**src/rtl/tdm_demux4_pkg.sv**
```systemverilog
// Shared types and constants for the 4-channel TDM demultiplexer.
package tdm_pkg;

  localparam int unsigned NUM_CH = 4;

  typedef logic [1:0] slot_t;

  typedef enum logic {
    IDLE,
    COLLECT
  } tdm_state_t;

endpackage

```
**src/rtl/tdm_demux4_if.sv**
```systemverilog
// Serialized-input / parallel-output bundle for tdm_demux4.
interface tdm_demux4_if #(
  parameter int unsigned WIDTH = 1
);
  import tdm_pkg::*;

  logic [WIDTH-1:0] din;
  logic             din_valid;
  logic             frame_start;
  logic [WIDTH-1:0] Q0;
  logic [WIDTH-1:0] Q1;
  logic [WIDTH-1:0] Q2;
  logic [WIDTH-1:0] Q3;
  logic             frame_valid;
  slot_t            slot;
  logic             frame_err;

  modport master (
    output din, din_valid, frame_start,
    input  Q0, Q1, Q2, Q3, frame_valid, slot, frame_err
  );

  modport slave (
    input  din, din_valid, frame_start,
    output Q0, Q1, Q2, Q3, frame_valid, slot, frame_err
  );
endinterface

```
**src/rtl/tdm_demux4_frame_reg.sv**
```systemverilog
// Shadow bank for slots 0-2 of the frame in progress, plus the output bank
// that is only written on commit so a frame is never shown torn.
module tdm_frame_reg
  import tdm_pkg::*;
#(
  parameter int unsigned WIDTH = 1
) (
  input  logic             clk,
  input  logic             rst_n,
  input  logic [WIDTH-1:0] din,
  input  logic             load_en,
  input  slot_t            load_slot,
  input  logic             commit,
  output logic [WIDTH-1:0] q0,
  output logic [WIDTH-1:0] q1,
  output logic [WIDTH-1:0] q2,
  output logic [WIDTH-1:0] q3
);

  logic [WIDTH-1:0] sh0;
  logic [WIDTH-1:0] sh1;
  logic [WIDTH-1:0] sh2;

  always_ff @(posedge clk or negedge rst_n) begin
    if (!rst_n) begin
      sh0 <= '0;
      sh1 <= '0;
      sh2 <= '0;
      q0  <= '0;
      q1  <= '0;
      q2  <= '0;
      q3  <= '0;
    end else begin
      if (load_en) begin
        case (load_slot)
          2'd0:    sh0 <= din;
          2'd1:    sh1 <= din;
          2'd2:    sh2 <= din;
          default: ;
        endcase
      end
      // Slot 3 bypasses the shadow bank and goes straight into q3.
      if (commit) begin
        q0 <= sh0;
        q1 <= sh1;
        q2 <= sh2;
        q3 <= din;
      end
    end
  end

endmodule

```
**src/rtl/tdm_demux4.sv**
```systemverilog
// Four-channel TDM demultiplexer: slot FSM steering a serialized stream into
// a coherent registered frame with frame_valid / frame_err strobes.
module tdm_demux4
  import tdm_pkg::*;
#(
  parameter int unsigned WIDTH = 1
) (
  input  logic         clk,
  input  logic         rst_n,
  tdm_demux4_if.slave  bus
);

  tdm_state_t state;
  slot_t      slot;
  logic       frame_valid;
  logic       frame_err;

  logic       last_slot;
  logic       load_en;
  slot_t      load_slot;
  logic       commit;

  always_comb begin
    last_slot = (slot == slot_t'(NUM_CH - 1));
    load_en   = 1'b0;
    load_slot = slot;
    commit    = 1'b0;
    if (bus.din_valid) begin
      if (bus.frame_start) begin
        load_en   = 1'b1;
        load_slot = '0;
      end else if (state == COLLECT) begin
        load_en = !last_slot;
        commit  = last_slot;
      end
    end
  end

  always_ff @(posedge clk or negedge rst_n) begin
    if (!rst_n) begin
      state       <= IDLE;
      slot        <= '0;
      frame_valid <= 1'b0;
      frame_err   <= 1'b0;
    end else begin
      frame_valid <= 1'b0;
      frame_err   <= 1'b0;
      if (bus.din_valid) begin
        case (state)
          IDLE: begin
            if (bus.frame_start) begin
              slot  <= 2'd1;
              state <= COLLECT;
            end
          end
          COLLECT: begin
            if (bus.frame_start) begin
              frame_err <= 1'b1;
              slot      <= 2'd1;
            end else if (last_slot) begin
              frame_valid <= 1'b1;
              slot        <= '0;
              state       <= IDLE;
            end else begin
              slot <= slot + 2'd1;
            end
          end
          default: state <= IDLE;
        endcase
      end
    end
  end

  tdm_frame_reg #(.WIDTH(WIDTH)) u_frame_reg (
    .clk       (clk),
    .rst_n     (rst_n),
    .din       (bus.din),
    .load_en   (load_en),
    .load_slot (load_slot),
    .commit    (commit),
    .q0        (bus.Q0),
    .q1        (bus.Q1),
    .q2        (bus.Q2),
    .q3        (bus.Q3)
  );

  assign bus.slot        = slot;
  assign bus.frame_valid = frame_valid;
  assign bus.frame_err   = frame_err;

endmodule

```
**src/flat_wrapper.sv**
```systemverilog
// flat-port wrapper written by rule: the top's interface ports become plain ports
module tdm_demux4_flat import tdm_pkg::*;
#(
  parameter int unsigned WIDTH = 1
)
  (clk, rst_n, bus_din, bus_din_valid, bus_frame_start, bus_Q0, bus_Q1, bus_Q2, bus_Q3, bus_frame_valid, bus_slot, bus_frame_err);
  tdm_demux4_if #(.WIDTH(WIDTH)) bus_i ();
  input  logic clk;
  input  logic rst_n;
  input wire logic [$bits(bus_i.din)-1:0] bus_din;
  input wire logic [$bits(bus_i.din_valid)-1:0] bus_din_valid;
  input wire logic [$bits(bus_i.frame_start)-1:0] bus_frame_start;
  output wire logic [$bits(bus_i.Q0)-1:0] bus_Q0;
  output wire logic [$bits(bus_i.Q1)-1:0] bus_Q1;
  output wire logic [$bits(bus_i.Q2)-1:0] bus_Q2;
  output wire logic [$bits(bus_i.Q3)-1:0] bus_Q3;
  output wire logic [$bits(bus_i.frame_valid)-1:0] bus_frame_valid;
  output wire logic [$bits(bus_i.slot)-1:0] bus_slot;
  output wire logic [$bits(bus_i.frame_err)-1:0] bus_frame_err;
  assign bus_i.din = bus_din;
  assign bus_i.din_valid = bus_din_valid;
  assign bus_i.frame_start = bus_frame_start;
  assign bus_Q0 = bus_i.Q0;
  assign bus_Q1 = bus_i.Q1;
  assign bus_Q2 = bus_i.Q2;
  assign bus_Q3 = bus_i.Q3;
  assign bus_frame_valid = bus_i.frame_valid;
  assign bus_slot = bus_i.slot;
  assign bus_frame_err = bus_i.frame_err;
  tdm_demux4 #(.WIDTH(WIDTH)) u_core (.clk(clk), .rst_n(rst_n), .bus(bus_i));
endmodule
```
**config.mk**
```make
export PLATFORM = sky130hd
export DESIGN_NAME = tdm_demux4_flat
export DESIGN_NICKNAME = d
export VERILOG_FILES = /design/src/rtl/tdm_demux4_pkg.sv /design/src/rtl/tdm_demux4_if.sv /design/src/rtl/tdm_demux4_frame_reg.sv /design/src/rtl/tdm_demux4.sv /design/src/flat_wrapper.sv
export SDC_FILE = /design/constraint.sdc
export NUM_CORES = 1
export LEC_CHECK = 0
export CAP_MARGIN = 20
export CORE_AREA = 3 3 40 42
export DETAILED_ROUTE_END_ITERATION = 16
export DIE_AREA = 0 0 43 45
export GPL_TIMING_DRIVEN = 0
export HOLD_SLACK_MARGIN = 0.12
export PLACE_DENSITY_LB_ADDON = 0.08
export SLEW_MARGIN = 0
export SYNTH_ARGS = -nofsm -noshare
export SYNTH_HDL_FRONTEND = slang
export SYNTH_SLANG_ARGS = --single-unit
```
**constraint.sdc**
```tcl
create_clock -name clk -period 1.6 [get_ports clk]
set_input_delay 0.48 -clock clk [delete_from_list [all_inputs] [get_ports clk]]
set_output_delay 0.48 -clock clk [all_outputs]
set_load 0.02 [all_outputs]
```
==> flow_summary_export.csv, run 1 <==
group,metric,value,unit
run_status,status,"completed",
floorplan,dieWidth,43,µm
route,viasPerCell,5.10,
synth,synth_top_area_cell,"dfrtp_1",
worst_setup_path,start_kind,"flip-flop",
route,drcViolationCount,0,
synth,synth_top_area_share,55.4,%
global_routing,grt_pass1_vias,374,
sta,worst_pin_slew,0.528,ns
synth,yosysSeqAreaShare,55.4,%
power_and_ir_drop,leakagePower,0.000383,µW
sta,rsz0062_at_grt,"no",
synth,async_flop_share,100,%
global_routing,grt_util_all_layers,12.3,%
worst_setup_path,path_class,"flip-flop to flip-flop",
synth,synth_top_family_by_area,"multiplexers",
clock_tree,clockBufferDepth,2,
global_routing,met2_usage,20.1,%
worst_setup_path,r2r_slack,0.09,ns
route,wl,930,µm
global_routing,use_met1,13.1,%
global_routing,grt_pass1_wl,1650,µm
synth,synth-simple-area-share,14.1,%
sta,setup_tns,0,ns
sta,timing.fmax,664,MHz
clock_tree,cts_sinks,12,
synth,synth_common_cells,"dfrtp_1 (12), mux2_4 (6)",
clock_tree,cts_made_buffers,3,
worst_setup_path,required,1.76,ns
min_path,whs_path_depth,1,
placement,place_hpwl,704,µm
route,drt_first_pass_iters,3,
global_routing,grtUsageMet3,4.38,%
global_routing,grt_overflow,0,
synth,synthesis.area,542,µm²
floorplan,initial_core_util,42.2,%
final_layout,layout-drive-gt1-share,38.9,%
route,drt_iter0_markers,2,
floorplan,core-area,0.00128,mm²
clock_tree,cts_tree,"built",
synth,yosysUniqueCellTypes,18,
sta,whs,0.508,ns
synth,synth_seq_cells,12,
sta,setup_viol,0,
run,drv_cap,0,
sta,worst_clock_skew,0.000714,ns
clock_tree,htreeDepth,1,
clock_tree,ctsHoldBuffers,0,
placement,routabilityCongestion,0.658,
clock_tree,cts_resized,9,
final_layout,final_nets,61,
synth,syn_nets,44,
power_and_ir_drop,power,1240,µW
clock_tree,post_cts_buffers,0,
global_routing,grt_start_max_net_pins,13,
synth,post-synth-top-count-cell,"dfrtp_1",
final_layout,syn_to_final_growth,31.6,%
synth,synth-xor-area-share,0,%
power_and_ir_drop,ir_drop,0.628,mV
synth,syn_area_per_cell,14.3,µm²
route,wl_per_cell,13.5,µm
min_path,min_path_type,"flip-flop to flip-flop",
route,dr_total_vias,352,
synth,ys_warn_count,0,
synth,ys.flop_type,"dfrtp_1",
clock_tree,root_buffer,"clkbuf_4",
synth,synth-edff-count,0,
synth,synth-adder-area-share,2.31,%
sta,finalHoldViolations,0,
synth,netlist_instances,38,
synth,synthMuxAreaShare,20.6,%
floorplan,io_pins,13,
worst_setup_path,cp_data_arrival_time,1.67,ns
route,antenna_left,0,
final_layout,diodes,0,
global_routing,antenna_found_initial,0,
worst_setup_path,r2r_cells,4,
global_routing,grt_busiest_layer,"met2",
worst_setup_path,worst_setup_path_end_kind,"flip-flop",
worst_setup_path,cp_max_fo,6,
floorplan,die_h,45,µm
sta,maxSlewViolCount,0,
floorplan,die_area,0.00194,mm²
sta,relSlewSlack,64.7,%
synth,synth_area_leaders,"dfrtp_1 (55%), mux2_4 (17%), nand3_2 (3.7%)",
sta,min_period,1.51,ns
clock_tree,clk_pin_slew,0.07,ns
power_and_ir_drop,power_density,1730,mW/mm²
placement,portBuffers,12,
sta,fin_crit_sh,94.2,%
synth,synth_compound_area_share,6.24,%
floorplan,rows,13,
clock_tree,clock_latency,0.27,ns
## logic make-up after synthesis
logic type | count (synthesis)
simple gates | 10
compound gates | 5
buf+inv | 2
fa+ha+maj | 1
mux | 8
flops | 12
## routing by layer
layer  share of wire (%)  vias up
li1                    -      168
met1                  40      169
met2                  51       13
met3                 7.8        2
met4                 1.6        0
met5                   0        -
## through the flow
stage	setup slack, ns	util, %	cells	instance area [µm²]
2_1_floorplan	0.0755	-	38	542
3_3_place_gp	-0.245	53.0	65	681
3_5_place_dp	-0.281	53.0	65	681
4_1_cts	0.0111	55.1	69	708
5_1_grt	0.0135	55.5	69	713
6_report	0.0933	55.5	69	713
## worst max-delay path, stage by stage, from the launching register on
cell,delay [ns]
dfrtp_1,0.48
ha_2,0.30
nor4b_2,0.06
o21ai_0,0.20
mux2_2,0.35
## flip-flops by register name (all words and copies together) (netlist names)
| register | flops |
|---|---|
| u_core.bus.frame_err | 1 |
| u_core.u_frame_reg.sh0 | 1 |
| u_core.u_frame_reg.sh1 | 1 |
| u_core.u_frame_reg.q1 | 1 |
| u_core.bus.slot | 2 |
| u_core.state | 1 |
| u_core.u_frame_reg.sh2 | 1 |
| u_core.u_frame_reg.q3 | 1 |
| u_core.u_frame_reg.q0 | 1 |
| u_core.bus.frame_valid | 1 |
| u_core.u_frame_reg.q2 | 1 |
## placed cells by master (no fill, tap or decap), types with 2 or more instances in the layout
| master | Yosys | routed |
|---|---|---|
| clkbuf_2 | 0 | 2 |
| nor2_1 | 2 | 2 |
| inv_1 | 2 | 2 |
| dfrtp_1 | 12 | 12 |
| clkbuf_4 | 0 | 3 |
| o21ai_0 | 2 | 2 |
| clkdlybuf4s50_1 | 0 | 2 |
| dlymetal6s2s_1 | 0 | 2 |
| dlygate4sd2_1 | 0 | 6 |
| mux2_4 | 6 | 6 |
| nand3_2 | 2 | 2 |
## where the power goes
group / total (µW) / internal [µW] / switching [µW]
logic: 488 / 262 / 226
registers: 513 / 417 / 95.9
clock network: 235 / 138 / 96.5
## layout make-up
cell class / count / area, µm²
Fill cell: 101 / 572
Sequential cell: 12 / 300
Multi-Input combinational cell: 24 / 243
Timing Repair Buffer: 12 / 108
Clock buffer: 4 / 36.3
Tap cell: 15 / 18.8
Inverter: 2 / 7.51
## final timing paths
path	start	endpoint
max in group asynchronous	rst_n	u_core.state
min in group asynchronous	rst_n	u_core.u_frame_reg.q3
setup reg to reg	u_core.bus.slot[0]	u_core.u_frame_reg.sh0
setup / recovery	u_core.bus.slot[0]	u_core.u_frame_reg.sh0
hold reg to reg	u_core.u_frame_reg.sh0	u_core.u_frame_reg.q0
hold / removal	u_core.u_frame_reg.sh0	u_core.u_frame_reg.q0
No activity file was read; power rests on OpenSTA's default activity.
==> run 2, diff against run 1 <==
--- a/config.mk
+++ b/config.mk
@@ -12,6 +12,7 @@
 export GPL_TIMING_DRIVEN = 0
 export HOLD_SLACK_MARGIN = 0.12
 export PLACE_DENSITY_LB_ADDON = 0.08
+export SETUP_SLACK_MARGIN = 0.1
 export SLEW_MARGIN = 0
 export SYNTH_ARGS = -nofsm -noshare
 export SYNTH_HDL_FRONTEND = slang
==> run 2 against run 1 <==
Compared with the run above: first-iteration DRC count down 100%; utilization up 0.097 points; wire length down 0.11%; clock power down 2%; cell count unchanged; flip-flop and latch count unchanged; critical path type is now flip-flop to output pin; design area up 0.18%.
==> flow_summary_export.csv, run 2 (same netlist as run 1, synthesis figures left out) <==
group,metric,value,unit
run_status,status,"completed",
global_routing,antenna_found_initial,0,
worst_setup_path,slowest_stage,"dfrtp_2",
sta,setup_viol,0,
placement,placed_cell_area,684,µm²
sta,finalHoldViolations,0,
clock_tree,cts_sinks,12,
route,met3WireLength,63,µm
clock_tree,clockBufferDepth,2,
final_layout,final_common_cell,"dfrtp_1",
worst_setup_path,crit_family,"flip-flops",
sta,fin_crit_sh,92.6,%
global_routing,grt_pass1_vias,367,
global_routing,grt_pass1_wl,1670,µm
global_routing,grt_overflow,0,
worst_setup_path,worst_setup_path_end_kind,"output pin",
clock_tree,post_cts_buffers,0,
route,drt_first_pass_iters,1,
power_and_ir_drop,leakagePower,0.000367,µW
sta,rsz0062_at_grt,"no",
clock_tree,cts_made_buffers,3,
final_layout,diodes,0,
floorplan,io_pins,13,
run,drv_cap,0,
route,wl,929,µm
clock_tree,clock_latency,0.27,ns
power_and_ir_drop,power_density,1740,mW/mm²
power_and_ir_drop,ir_drop,0.796,mV
min_path,min_path_type,"flip-flop to flip-flop",
route,dr_wl_met2,465,µm
final_layout,regMostFlops,"u_core.bus.slot",
floorplan,dieWidth,43,µm
final_layout,final_cell_mix,"dfrtp_1 (10), dlygate4sd2_1 (8), mux2_4 (6), clkbuf_4 (3)",
global_routing,grt_util_all_layers,11.8,%
sta,fin_ws,0.119,ns
route,top_layer,"met4",
clock_tree,htreeDepth,1,
final_layout,syn_to_final_growth,31.9,%
route,viasPerCell,4.96,
worst_setup_path,critPathBufInv,1,
route,drcViolationCount,0,
route,drt_iter0_markers,0,
sta,timing.fmax,675,MHz
floorplan,rows,13,
worst_setup_path,path_class,"flip-flop to output pin",
sta,worst_clock_skew,0.00389,ns
route,antenna_left,0,
worst_setup_path,required,1.12,ns
sta,maxSlewViolCount,0,
final_layout,finalCoreUtilization,55.6,%
worst_setup_path,start_kind,"flip-flop",
sta,min_period,1.48,ns
floorplan,initial_core_util,42.2,%
clock_tree,root_buffer,"clkbuf_4",
final_layout,largest_reg_flops,2,
route,wl_per_cell,13.5,µm
worst_setup_path,cp_max_fo,6,
placement,portBuffers,12,
final_layout,finalInstanceArea,714,µm²
final_layout,layout-drive-gt1-share,42.6,%
final_layout,stdcell_count,69,
global_routing,grt_start_max_net_pins,13,
worst_setup_path,cpPeakStageDelay,0.46,ns
worst_setup_path,path_cells,"clkdlybuf4s15_2",
placement,place_ws,-0.315,ns
sta,relSlewSlack,65.6,%
route,dr_total_vias,342,
floorplan,die_area,0.00194,mm²
worst_setup_path,r2r_slack,0.16,ns
worst_setup_path,cp_data_arrival_time,1.00,ns
floorplan,die_h,45,µm
route,met1_length,383,µm
placement,dp_cells,65,
clock_tree,cts_tree,"built",
clock_tree,ctsHoldBuffers,0,
placement,routabilityCongestion,0.782,
final_layout,final_nets,61,
clock_tree,clk_pin_slew,0.07,ns
floorplan,core-area,0.00128,mm²
sta,worst_pin_slew,0.514,ns
==> run 2: changes by cell type in the layout (fill, tap and decap cells not counted) <==
cell / change
dfrtp_1: -2
clkbuf_2: -1
dlygate4sd2_1: +2
dlymetal6s2s_1: -2
dfrtp_2: +2
clkdlybuf4s15_2: +1
==> run 2: layer usage <==
layer | GRT usage, % | vias to the layer above
li1 | - | 168
met1 | 14.4 | 159
met2 | 18.9 | 13
met3 | 2.79 | 2
met4 | 7.23 | 0
met5 | 0 | -
==> run 2: worst paths after layout <==
path | from | end | cells after the start
max | u_core.bus.slot[0] | bus_slot[0] | 1
min in group asynchronous | rst_n | u_core.u_frame_reg.q1 | 1
min reg2reg | u_core.u_frame_reg.q2 | u_core.u_frame_reg.q2 | 1
max in group asynchronous | rst_n | u_core.bus.slot[1] | 1
max reg2reg | u_core.bus.slot[0] | u_core.u_frame_reg.sh0 | 4
min | u_core.u_frame_reg.q2 | u_core.u_frame_reg.q2 | 1
==> run 2: cell type report <==
class	count	area (µm²)
Sequential cell	12	303
Inverter	2	7.51
Tap cell	15	18.8
Timing Repair Buffer	12	106
Multi-Input combinational cell	24	243
Clock buffer	4	36.3
Fill cell	102	571
==> run 2: worst register-to-register path, delay by kind of cell (launching register included) <==
family | cells | cell delay, ns
AND/OR/NAND/NOR | 1 | 0.22
multiplexers | 1 | 0.29
adder cells (fa/ha/maj) | 1 | 0.25
AO/OA/AOI/OAI | 1 | 0.11
flip-flops | 1 | 0.46
==> run 2: repair_timing <==
action                                 4_1_cts  5_1_grt
setup endpoints to repair                   14        2
gates resized for setup                     12        4
endpoints found under the hold margin        0        0
==> run 2: stage by stage <==
step | power (µW) | TNS, ns | hold WS [ns]
finish | 1240 | 0 | 0.506
global route | 1320 | 0 | 0.528
CTS | 1250 | 0 | 0.509
detailed placement | 1060 | -1.91 | 0.497
global placement | 1040 | -1.54 | 0.486
floorplan | 849 | 0 | 0.184
==> run 2: power breakdown <==
group / internal, µW / switching [µW]
sequential: 421 / 98.8
clock: 138 / 91.3
combinational: 265 / 230
==> run 3, diff against run 2 <==
--- a/config.mk
+++ b/config.mk
@@ -7,6 +7,8 @@
 export LEC_CHECK = 0
 export CAP_MARGIN = 20
 export CORE_AREA = 3 3 40 42
+export CTS_BUF_LIST = sky130_fd_sc_hd__clkbuf_8
+export CTS_CLUSTER_SIZE = 12
 export DETAILED_ROUTE_END_ITERATION = 16
 export DIE_AREA = 0 0 43 45
 export GPL_TIMING_DRIVEN = 0
==> run 3 against run 2 <==
Compared with the run above: non-clock buffer count unchanged; clock-buffer cell count unchanged; worst setup slack better by 0.0053 ns; register-to-register slack better by 0.02 ns; largest power group unchanged.
==> flow_summary_export.csv, run 3 (same netlist as run 1, synthesis figures left out) <==
group,metric,value,unit
floorplan,die_h,45,µm
route,viasPerCell,5.00,
min_path,hold_start,"u_core.u_frame_reg.q0",
sta,fin_ws,0.124,ns
sta,worst_pin_slew,0.515,ns
min_path,hold_end,"u_core.u_frame_reg.q0",
sta,timing.fmax,678,MHz
worst_setup_path,crit_family,"flip-flops",
power_and_ir_drop,power_density,1820,mW/mm²
power_and_ir_drop,clkPwrFrac,23.8,%
worst_setup_path,slowest_stage,"dfrtp_2",
worst_setup_path,r2r_slack,0.18,ns
final_layout,largest_reg_flops,2,
sta,min_period,1.48,ns
min_path,min_path_type,"flip-flop to flip-flop",
floorplan,dieWidth,43,µm
power_and_ir_drop,combPwrFrac,36.9,%
worst_setup_path,worstReg2RegStart,"u_core.bus.slot[0]",
clock_tree,clock_latency,0.24,ns
final_layout,final_cell_mix,"dfrtp_1 (10), dlygate4sd2_1 (8), mux2_4 (6), clkbuf_8 (4)",
route,wl,938,µm
final_layout,syn_to_final_growth,35.1,%
sta,setup_tns,0,ns
worst_setup_path,worst_setup_path_end_kind,"output pin",
worst_setup_path,cp_data_arrival_time,1.00,ns
final_layout,regMostFlops,"u_core.bus.slot",
power_and_ir_drop,leakagePower,0.000374,µW
final_layout,finalInstanceArea,732,µm²
worst_setup_path,r2r-end,"u_core.u_frame_reg.sh0",
final_layout,final_nets,61,
global_routing,grt_util_all_layers,12.4,%
route,antenna_left,0,
placement,place_ws,-0.315,ns
worst_setup_path,start_kind,"flip-flop",
clock_tree,post_cts_buffers,0,
power_and_ir_drop,p_sw,430,µW
worst_setup_path,r2r_cells,4,
worst_setup_path,critPathBufInv,1,
clock_tree,cts_tree,"built",
run,drv_cap,0,
floorplan,initial_core_util,42.2,%
power_and_ir_drop,p_int,902,µW
placement,routabilityCongestion,0.782,
global_routing,grt_pass1_vias,373,
final_layout,layout-drive-gt1-share,40.7,%
clock_tree,clockBufferDepth,2,
route,drt_first_pass_iters,3,
global_routing,grt_pass1_wl,1700,µm
clock_tree,root_buffer,"clkbuf_8",
clock_tree,cts_made_buffers,3,
power_and_ir_drop,swShare,32.3,%
worst_setup_path,path_class,"flip-flop to output pin",
sta,worst_clock_skew,0.00430,ns
sta,maxSlewViolCount,0,
clock_tree,htreeDepth,1,
sta,fin_crit_sh,92.2,%
worst_setup_path,required,1.12,ns
min_path,whs_path_depth,1,
sta,rsz0062_at_grt,"yes",
route,wl_per_cell,13.6,µm
route,drcViolationCount,0,
floorplan,die_area,0.00194,mm²
power_and_ir_drop,ir_drop,0.854,mV
worst_setup_path,path_cells,"clkdlybuf4s15_1",
final_layout,diodes,0,
sta,setup_viol,0,
floorplan,io_pins,13,
placement,placed_cell_area,684,µm²
route,dr_total_vias,345,
final_layout,final_common_cell,"dfrtp_1",
worst_setup_path,cpPeakStageDelay,0.45,ns
global_routing,grt_start_max_net_pins,13,
global_routing,antenna_found_initial,0,
clock_tree,clk_pin_slew,0.05,ns
sta,relSlewSlack,65.6,%
global_routing,grt_overflow,0,
run_status,status,"completed",
sta,finalHoldViolations,0,
floorplan,core-area,0.00128,mm²
placement,portBuffers,12,
clock_tree,cts_sinks,12,
worst_setup_path,cp_max_fo,6,
power_and_ir_drop,seqPwrFrac,39.2,%
final_layout,n_fill_cell,102,
floorplan,rows,13,
final_layout,finalCoreUtilization,57.0,%
route,drt_iter0_markers,4,
-- run 3: through the flow --
| step | power, µW | cells | hold slack [ns] |
|---|---|---|---|
| after floorplan | 849 | 38 | 0.184 |
| after detailed placement | 1060 | 65 | 0.497 |
| after global routing | 1420 | 69 | 0.522 |
| after CTS | 1340 | 69 | 0.504 |
| final | 1330 | 69 | 0.503 |
| after global placement | 1040 | 65 | 0.486 |
-- run 3: power groups by stage --
stage          logic, µW  clock network (µW)  registers [µW]
2_1_floorplan        259                   0             591
3_3_place_gp         525                   0             512
3_5_place_dp         541                   0             522
4_1_cts              496                 327             515
5_1_grt              532                 349             543
6_report             492                 318             522
-- run 3: area by class of cell --
class / instances / area, µm² / area share [%]
flip-flops and latches: 12 / 303 / 41.4
multi-input cells: 24 / 243 / 33.2
repair buffers: 12 / 105 / 14.4
clock buffers: 4 / 55.1 / 7.52
well taps: 15 / 18.8 / 2.56
inverters: 2 / 7.51 / 1.03
-- run 3: worst max-delay path by stage --
stage,startpoint,endpoint,slack (ns),depth (start not counted)
2_1_floorplan,u_core.bus.slot[1],u_core.u_frame_reg.sh0,0.11,4
3_3_place_gp,bus_din_valid,u_core.u_frame_reg.q0,-0.25,4
3_5_place_dp,bus_din_valid,u_core.u_frame_reg.q1,-0.32,4
4_1_cts,u_core.bus.slot[1],bus_slot[1],0.08,1
5_1_grt,u_core.bus.slot[0],bus_slot[0],0.1,1
6_report,u_core.bus.slot[0],bus_slot[0],0.12,1
-- run 3: what timing repair did --
| action | 4_1_cts | 5_1_grt |
|---|---|---|
| gates resized for setup | 11 | 4 |
| hold buffers | 0 | 0 |
| setup endpoints to repair | 14 | 2 |
| endpoints found under the hold margin | 0 | 0 |
-- run 3: routing by layer --
metal	up-vias	share of wire (%)	wire [µm]	track usage, %
met3	3	7.2	68	3.98
met2	13	49	455	19.2
met5	-	0	0	0
met4	0	3.4	32	9.04
met1	161	41	381	14.4
li1	168	-	-	-
